===== src/rtl/serial_subtractor_pkg.sv =====
// -----------------------------------------------------------------------------
// serial_subtractor_pkg
//   Shared definitions for the bit-serial subtractor:
//     DEFAULT_WIDTH - default operand/result width
//     state_t       - controller state encoding (ST_IDLE/ST_SHIFT/ST_DONE)
// -----------------------------------------------------------------------------
package serial_subtractor_pkg;

  localparam int unsigned DEFAULT_WIDTH = 8;

  typedef enum logic [1:0] {
    ST_IDLE  = 2'd0,
    ST_SHIFT = 2'd1,
    ST_DONE  = 2'd2
  } state_t;

endpackage : serial_subtractor_pkg


===== src/rtl/full_subtractor.sv =====
// -----------------------------------------------------------------------------
// full_subtractor
//   One-bit combinational subtractor: din_A - din_B - din_bin.
//   Ports:
//     din_A       - minuend bit
//     din_B       - subtrahend bit
//     din_bin     - borrow in
//     dout_diff   - difference bit
//     dout_borrow - borrow out
// -----------------------------------------------------------------------------
module full_subtractor (
  input  logic din_A,
  input  logic din_B,
  input  logic din_bin,
  output logic dout_diff,
  output logic dout_borrow
);

  always_comb begin
    dout_diff   = din_A ^ din_B ^ din_bin;
    dout_borrow = (~din_A & din_B) | (~(din_A ^ din_B) & din_bin);
  end

endmodule : full_subtractor


===== src/rtl/serial_subtractor.sv =====
// -----------------------------------------------------------------------------
// serial_subtractor
//   Bit-serial unsigned subtractor, LSB first, one bit per clock.
//   An operation takes WIDTH cycles in SHIFT followed by one DONE cycle.
//   Optional feature: define SERIAL_SUBTRACTOR_OVERFLOW_EN to add the
//   dout_overflow port (signed two's-complement overflow of A - B).
//   Ports:
//     clk           - clock, rising edge
//     rst           - synchronous active-high reset
//     din_start     - start request (ignored while busy)
//     din_A, din_B  - minuend / subtrahend, captured on an accepted start
//     dout_busy     - high while in SHIFT
//     dout_done     - one-cycle pulse in DONE
//     dout_diff     - (A - B) mod 2^WIDTH, updated on entry to DONE
//     dout_borrow   - borrow out (A < B), updated on entry to DONE
//     dout_overflow - signed overflow (only with SERIAL_SUBTRACTOR_OVERFLOW_EN)
// -----------------------------------------------------------------------------
module serial_subtractor
  import serial_subtractor_pkg::*;
#(
  parameter int unsigned WIDTH = DEFAULT_WIDTH
) (
  input  logic             clk,
  input  logic             rst,
  input  logic             din_start,
  input  logic [WIDTH-1:0] din_A,
  input  logic [WIDTH-1:0] din_B,
  output logic             dout_busy,
  output logic             dout_done,
  output logic [WIDTH-1:0] dout_diff,
`ifdef SERIAL_SUBTRACTOR_OVERFLOW_EN
  output logic             dout_borrow,
  output logic             dout_overflow
`else
  output logic             dout_borrow
`endif
);

  localparam int unsigned CW = $clog2(WIDTH);

  state_t           state;
  state_t           next_state;
  logic [WIDTH-1:0] shift_a;
  logic [WIDTH-1:0] shift_b;
  logic [WIDTH-1:0] result_sr;
  logic [CW-1:0]    cnt;
  logic             borrow;
  logic             fs_diff;
  logic             fs_borrow;
  logic             accept;
  logic             last_bit;

  assign accept   = din_start && (state != ST_SHIFT);
  assign last_bit = (state == ST_SHIFT) && (cnt == CW'(WIDTH - 1));

  full_subtractor u_full_subtractor (
    .din_A       (shift_a[0]),
    .din_B       (shift_b[0]),
    .din_bin     (borrow),
    .dout_diff   (fs_diff),
    .dout_borrow (fs_borrow)
  );

  // State register
  always_ff @(posedge clk) begin
    if (rst) begin
      state <= ST_IDLE;
    end else begin
      state <= next_state;
    end
  end

  // Next-state logic
  always_comb begin
    next_state = state;
    case (state)
      ST_IDLE:  if (din_start) next_state = ST_SHIFT;
      ST_SHIFT: if (last_bit)  next_state = ST_DONE;
      ST_DONE:  next_state = din_start ? ST_SHIFT : ST_IDLE;
      default:  next_state = ST_IDLE;
    endcase
  end

  // Output decode
  always_comb begin
    dout_busy = (state == ST_SHIFT);
    dout_done = (state == ST_DONE);
  end

  // Datapath: operand shifters, borrow flop, bit counter, result registers
  always_ff @(posedge clk) begin
    if (rst) begin
      shift_a       <= '0;
      shift_b       <= '0;
      result_sr     <= '0;
      cnt           <= '0;
      borrow        <= 1'b0;
      dout_diff     <= '0;
      dout_borrow   <= 1'b0;
`ifdef SERIAL_SUBTRACTOR_OVERFLOW_EN
      dout_overflow <= 1'b0;
`endif
    end else if (accept) begin
      shift_a   <= din_A;
      shift_b   <= din_B;
      result_sr <= '0;
      cnt       <= '0;
      borrow    <= 1'b0;
    end else if (state == ST_SHIFT) begin
      shift_a   <= {1'b0, shift_a[WIDTH-1:1]};
      shift_b   <= {1'b0, shift_b[WIDTH-1:1]};
      result_sr <= {fs_diff, result_sr[WIDTH-1:1]};
      cnt       <= cnt + 1'b1;
      borrow    <= fs_borrow;
      // Publish the finished word directly from the last bit so the visible
      // result changes only on entry to DONE.
      if (last_bit) begin
        dout_diff   <= {fs_diff, result_sr[WIDTH-1:1]};
        dout_borrow <= fs_borrow;
`ifdef SERIAL_SUBTRACTOR_OVERFLOW_EN
        // On the last bit the shifters hold the operand MSBs at bit 0.
        dout_overflow <= (shift_a[0] ^ shift_b[0]) & (fs_diff ^ shift_a[0]);
`endif
      end
    end
  end

endmodule : serial_subtractor


===== config.mk =====
export PLATFORM = sky130hd
export DESIGN_NAME = serial_subtractor
export DESIGN_NICKNAME = d
export VERILOG_FILES = /design/src/rtl/serial_subtractor_pkg.sv /design/src/rtl/full_subtractor.sv /design/src/rtl/serial_subtractor.sv
export SDC_FILE = /design/constraint.sdc
export NUM_CORES = 1
export LEC_CHECK = 0
export CORE_MARGIN = 4
export CORE_UTILIZATION = 29
export DETAILED_ROUTE_END_ITERATION = 8
export SKIP_LAST_GASP = 1
export SLEW_MARGIN = 20
export SYNTH_ARGS = -nofsm -noshare
export SYNTH_HDL_FRONTEND = slang
export SYNTH_HIERARCHICAL = 1
export SYNTH_SLANG_ARGS = --single-unit

===== constraint.sdc =====
create_clock -name clk -period 1.6 [get_ports clk]
set_input_delay 0.32 -clock clk [delete_from_list [all_inputs] [get_ports clk]]
set_output_delay 0.32 -clock clk [all_outputs]
set_load 0.01 [all_outputs]

==> summary.txt <==
Outcome
  – Status: finished, final reports clean

Final layout
  – Layout cell share with drive strength beyond 1: 16.7%
  – Commonest non-fill, non-tap cells in the layout: nand2_1 (38), dfxtp_1 (38), clkdlybuf4s50_1 (27)
  – Final net count: 224
  – Fill cells: 592
  – Non-Filler Instances: 275
  – Post-Layout Inst Area: 2100 um^2
  – Area delta synth->final: 28.7%
  – # diodes: 0

Synthesis
  – Synthesized area per cell: 9.56 um^2
  – Post-synthesis cell type count: 24
  – Mapped Nets: 193
  – Synthesized cell area: 1630 um^2
  – Cells after synthesis: 171
  – Sequential fraction of the synthesis area: 46.6%
  – Most used flip-flop cell after synthesis: dfxtp_1
  – Ys async rst share: 0%
  – Synth Register Bits: 38
  – Yosys warns: 6
  – Post-synth EDFFs: 0

Global routing
  – Number of global-route vias before repair: 1138
  – Total track usage: 9.20%
  – Grt ovf: 0
  – Largest net degree at the start of global routing: 24
  – First-pass GRT wire length: 5.18 mm
  – Initial antenna violation count: 0

Setup path
  – Critical path depth in cells: 1
  – Flop2flop setup slack: 0.22 ns
  – Crit path launch: dout_diff[0]
  – Arr. time, crit path: 1.15 ns
  – Critical path, cell by cell: clkdlybuf4s50_1
  – Crit. End Element: output pin
  – CP bufs+invs: 1
  – CP Max Fanout: 2
  – Crit path max-delay family: buffers and inverters
  – CP peak stage delay: 0.53 ns
  – Worst EP required: 1.28 ns
  – Worst path slowest cell: clkdlybuf4s50_1
  – FF-to-FF Start: state[1]
  – Type of the worst setup path: reg -> out
  – Crit start category: register
  – FF-to-FF path depth: 5
  – Critical Path End: dout_diff[0]
  – FF-to-FF End: shift_a[3]

Timing
  – Final slew viol count: 0
  – Slew @ Worst Pin: 0.372 ns
  – Hold Vio Cnt, Final: 0
  – RSZ-0062 raised after global routing: false
  – Period utilisation layout: 91.7%
  – Total negative slack: 0 ns
  – Final setup violation count: 0
  – Minimum clock period after layout: 1.47 ns
  – Relative slew slack: 75.1%
  – Worst clock skew: 0.00707 ns
  – Top achievable clock speed: 682 MHz

Place
  – Placed insts: 267
  – Port bufs: 29
  – Placed Area: 2000 um^2
  – HPWL after detailed placement: 2.15 mm
  – GP Congestion: 0.704

Power and ir drop
  – Static Leakage: 0.791 nW
  – Clock power frac: 38.3%
  – Worst VDD drop: 0.000357 V
  – Int Pwr: 1.58 mW
  – Power per Cell Area: 975 nW/um^2
  – Switching portion of total power: 22.8%
  – Part of the power in registers: 49.4%
  – Logic pwr share: 12.4%
  – P_sw: 0.467 mW

Clock tree
  – Clock buffer count from CTS: 5
  – Hold-fix buffers, CTS: 0
  – CTS tree: built
  – Clk sinks: 38
  – CTS Root Cell: clkbuf_8
  – Clock tree buffer depth: 2
  – Worst-Skew Late Latency: 0.29 ns
  – H-tree Lvls: 2
  – Setup bufs post-CTS: 0
  – CTS clk-pin slew, worst paths: 0.07 ns

Drt
  – DR vias: 1208
  – Routed wire per std cell: 10.9 um
  – Drt first-iter violations: 56
  – Post-Route WL: 3.00 mm
  – # DRC: 0
  – Pre-antenna DRT Iters: 4
  – Final ANT Viol Nets: 0
  – Vias per inst: 4.39

Floorplan
  – Initial core utilization: 29.9%
  – Row count: 27
  – Die Span Y: 83.1 um
  – Die span in x: 83.1 um
  – Core footprint: 5470 um^2
  – IO Pins: 30
  – Die ar.: 6900 um^2

Job
  – Max-cap viol count: 0

Min path
  – Worst Hold Class: reg -> reg
## registers in the layout, indices dropped and copies added (netlist names)
| register | flops |
|---|---|
| result_sr | 7 |
| dout_diff | 8 |
| borrow | 1 |
| dout_borrow | 1 |
| cnt | 3 |
| shift_a | 8 |
| shift_b | 8 |
| state | 2 |
## cells in the mapped netlist, drive strengths merged, types with 2 or more instances
master / count / area share [%]
dfxtp: 38 / 47
a211oi: 14 / 9.5
ha: 2 / 1.5
inv: 5 / 1.1
a21oi: 19 / 7.9
mux2i: 16 / 9.8
nand2: 38 / 8.7
nor3: 2 / 0.61
nor2: 17 / 3.9
buf: 12 / 5.7
## per-layer routing
metal  track usage (%)  vias up  wire, um
li1                  -      637         -
met1              12.1      541      1500
met2              13.4       24      1300
met3              3.08        6       135
met4              4.46        0        63
met5                 0        -         0
## metrics by stage
stage               util [%]  hold WS (ns)  worst slack [ns]  total power [mW]
floorplan                  -         0.432             0.364              1.21
global placement        36.5         0.443             0.104              1.29
detailed placement      36.5         0.449            0.0961              1.29
CTS                     38.4         0.459             0.113              2.08
global route            38.4         0.472            0.0369              2.15
finish                  38.4         0.453             0.133              2.05
## cell families (layout without fill, tap and decap cells)
group / count (synthesis) / in the layout / share of synthesized area, %
buf+inv: 17 / 49 / 6.81
fa+ha+maj: 3 / 3 / 2.76
simple gates: 61 / 61 / 15.2
mux: 16 / 16 / 9.80
compound gates: 35 / 35 / 18.4
xor+xnor: 1 / 1 / 0.536
flops: 38 / 38 / 46.6
## cell type report
| class | instances | area [um^2] | area share (%) |
|---|---|---|---|
| clock buffer | 7 | 76.3 | 3.63 |
| clock inverter | 1 | 30.0 | 1.43 |
| inverter | 5 | 18.8 | 0.892 |
| multi-input combinational | 116 | 762 | 36.2 |
| sequential | 38 | 761 | 36.2 |
| tap | 72 | 90.1 | 4.28 |
| timing repair buffer | 36 | 365 | 17.4 |
## power by group through the flow
stage          Sequential [mW]  Combinational (mW)  Clock (mW)
2_1_floorplan             1.03               0.181           0
3_3_place_gp              1.03               0.259           0
3_5_place_dp              1.04               0.259           0
4_1_cts                   1.01               0.259       0.811
5_1_grt                   1.02               0.284       0.849
6_report                  1.01               0.254       0.785
## timing repair
| item | CTS | global route |
|---|---|---|
| setup endpoints to repair | 2 | 0 |
| endpoints found under the hold margin | 0 | 0 |
| gates resized for setup | 2 | 0 |
## how the worst min path moves through the flow
stage	start	endpoint	slack (ns)	depth (start not counted)
CTS	dout_diff[7]	dout_diff[7]	0.46	2
floorplan	result_sr[1]	dout_diff[0]	0.43	2
global route	dout_diff[4]	dout_diff[4]	0.47	2
detailed placement	dout_diff[7]	dout_diff[7]	0.45	2
finish	dout_diff[7]	dout_diff[7]	0.45	2
global placement	result_sr[1]	dout_diff[0]	0.44	2
Power figures use the tool's default switching activity.
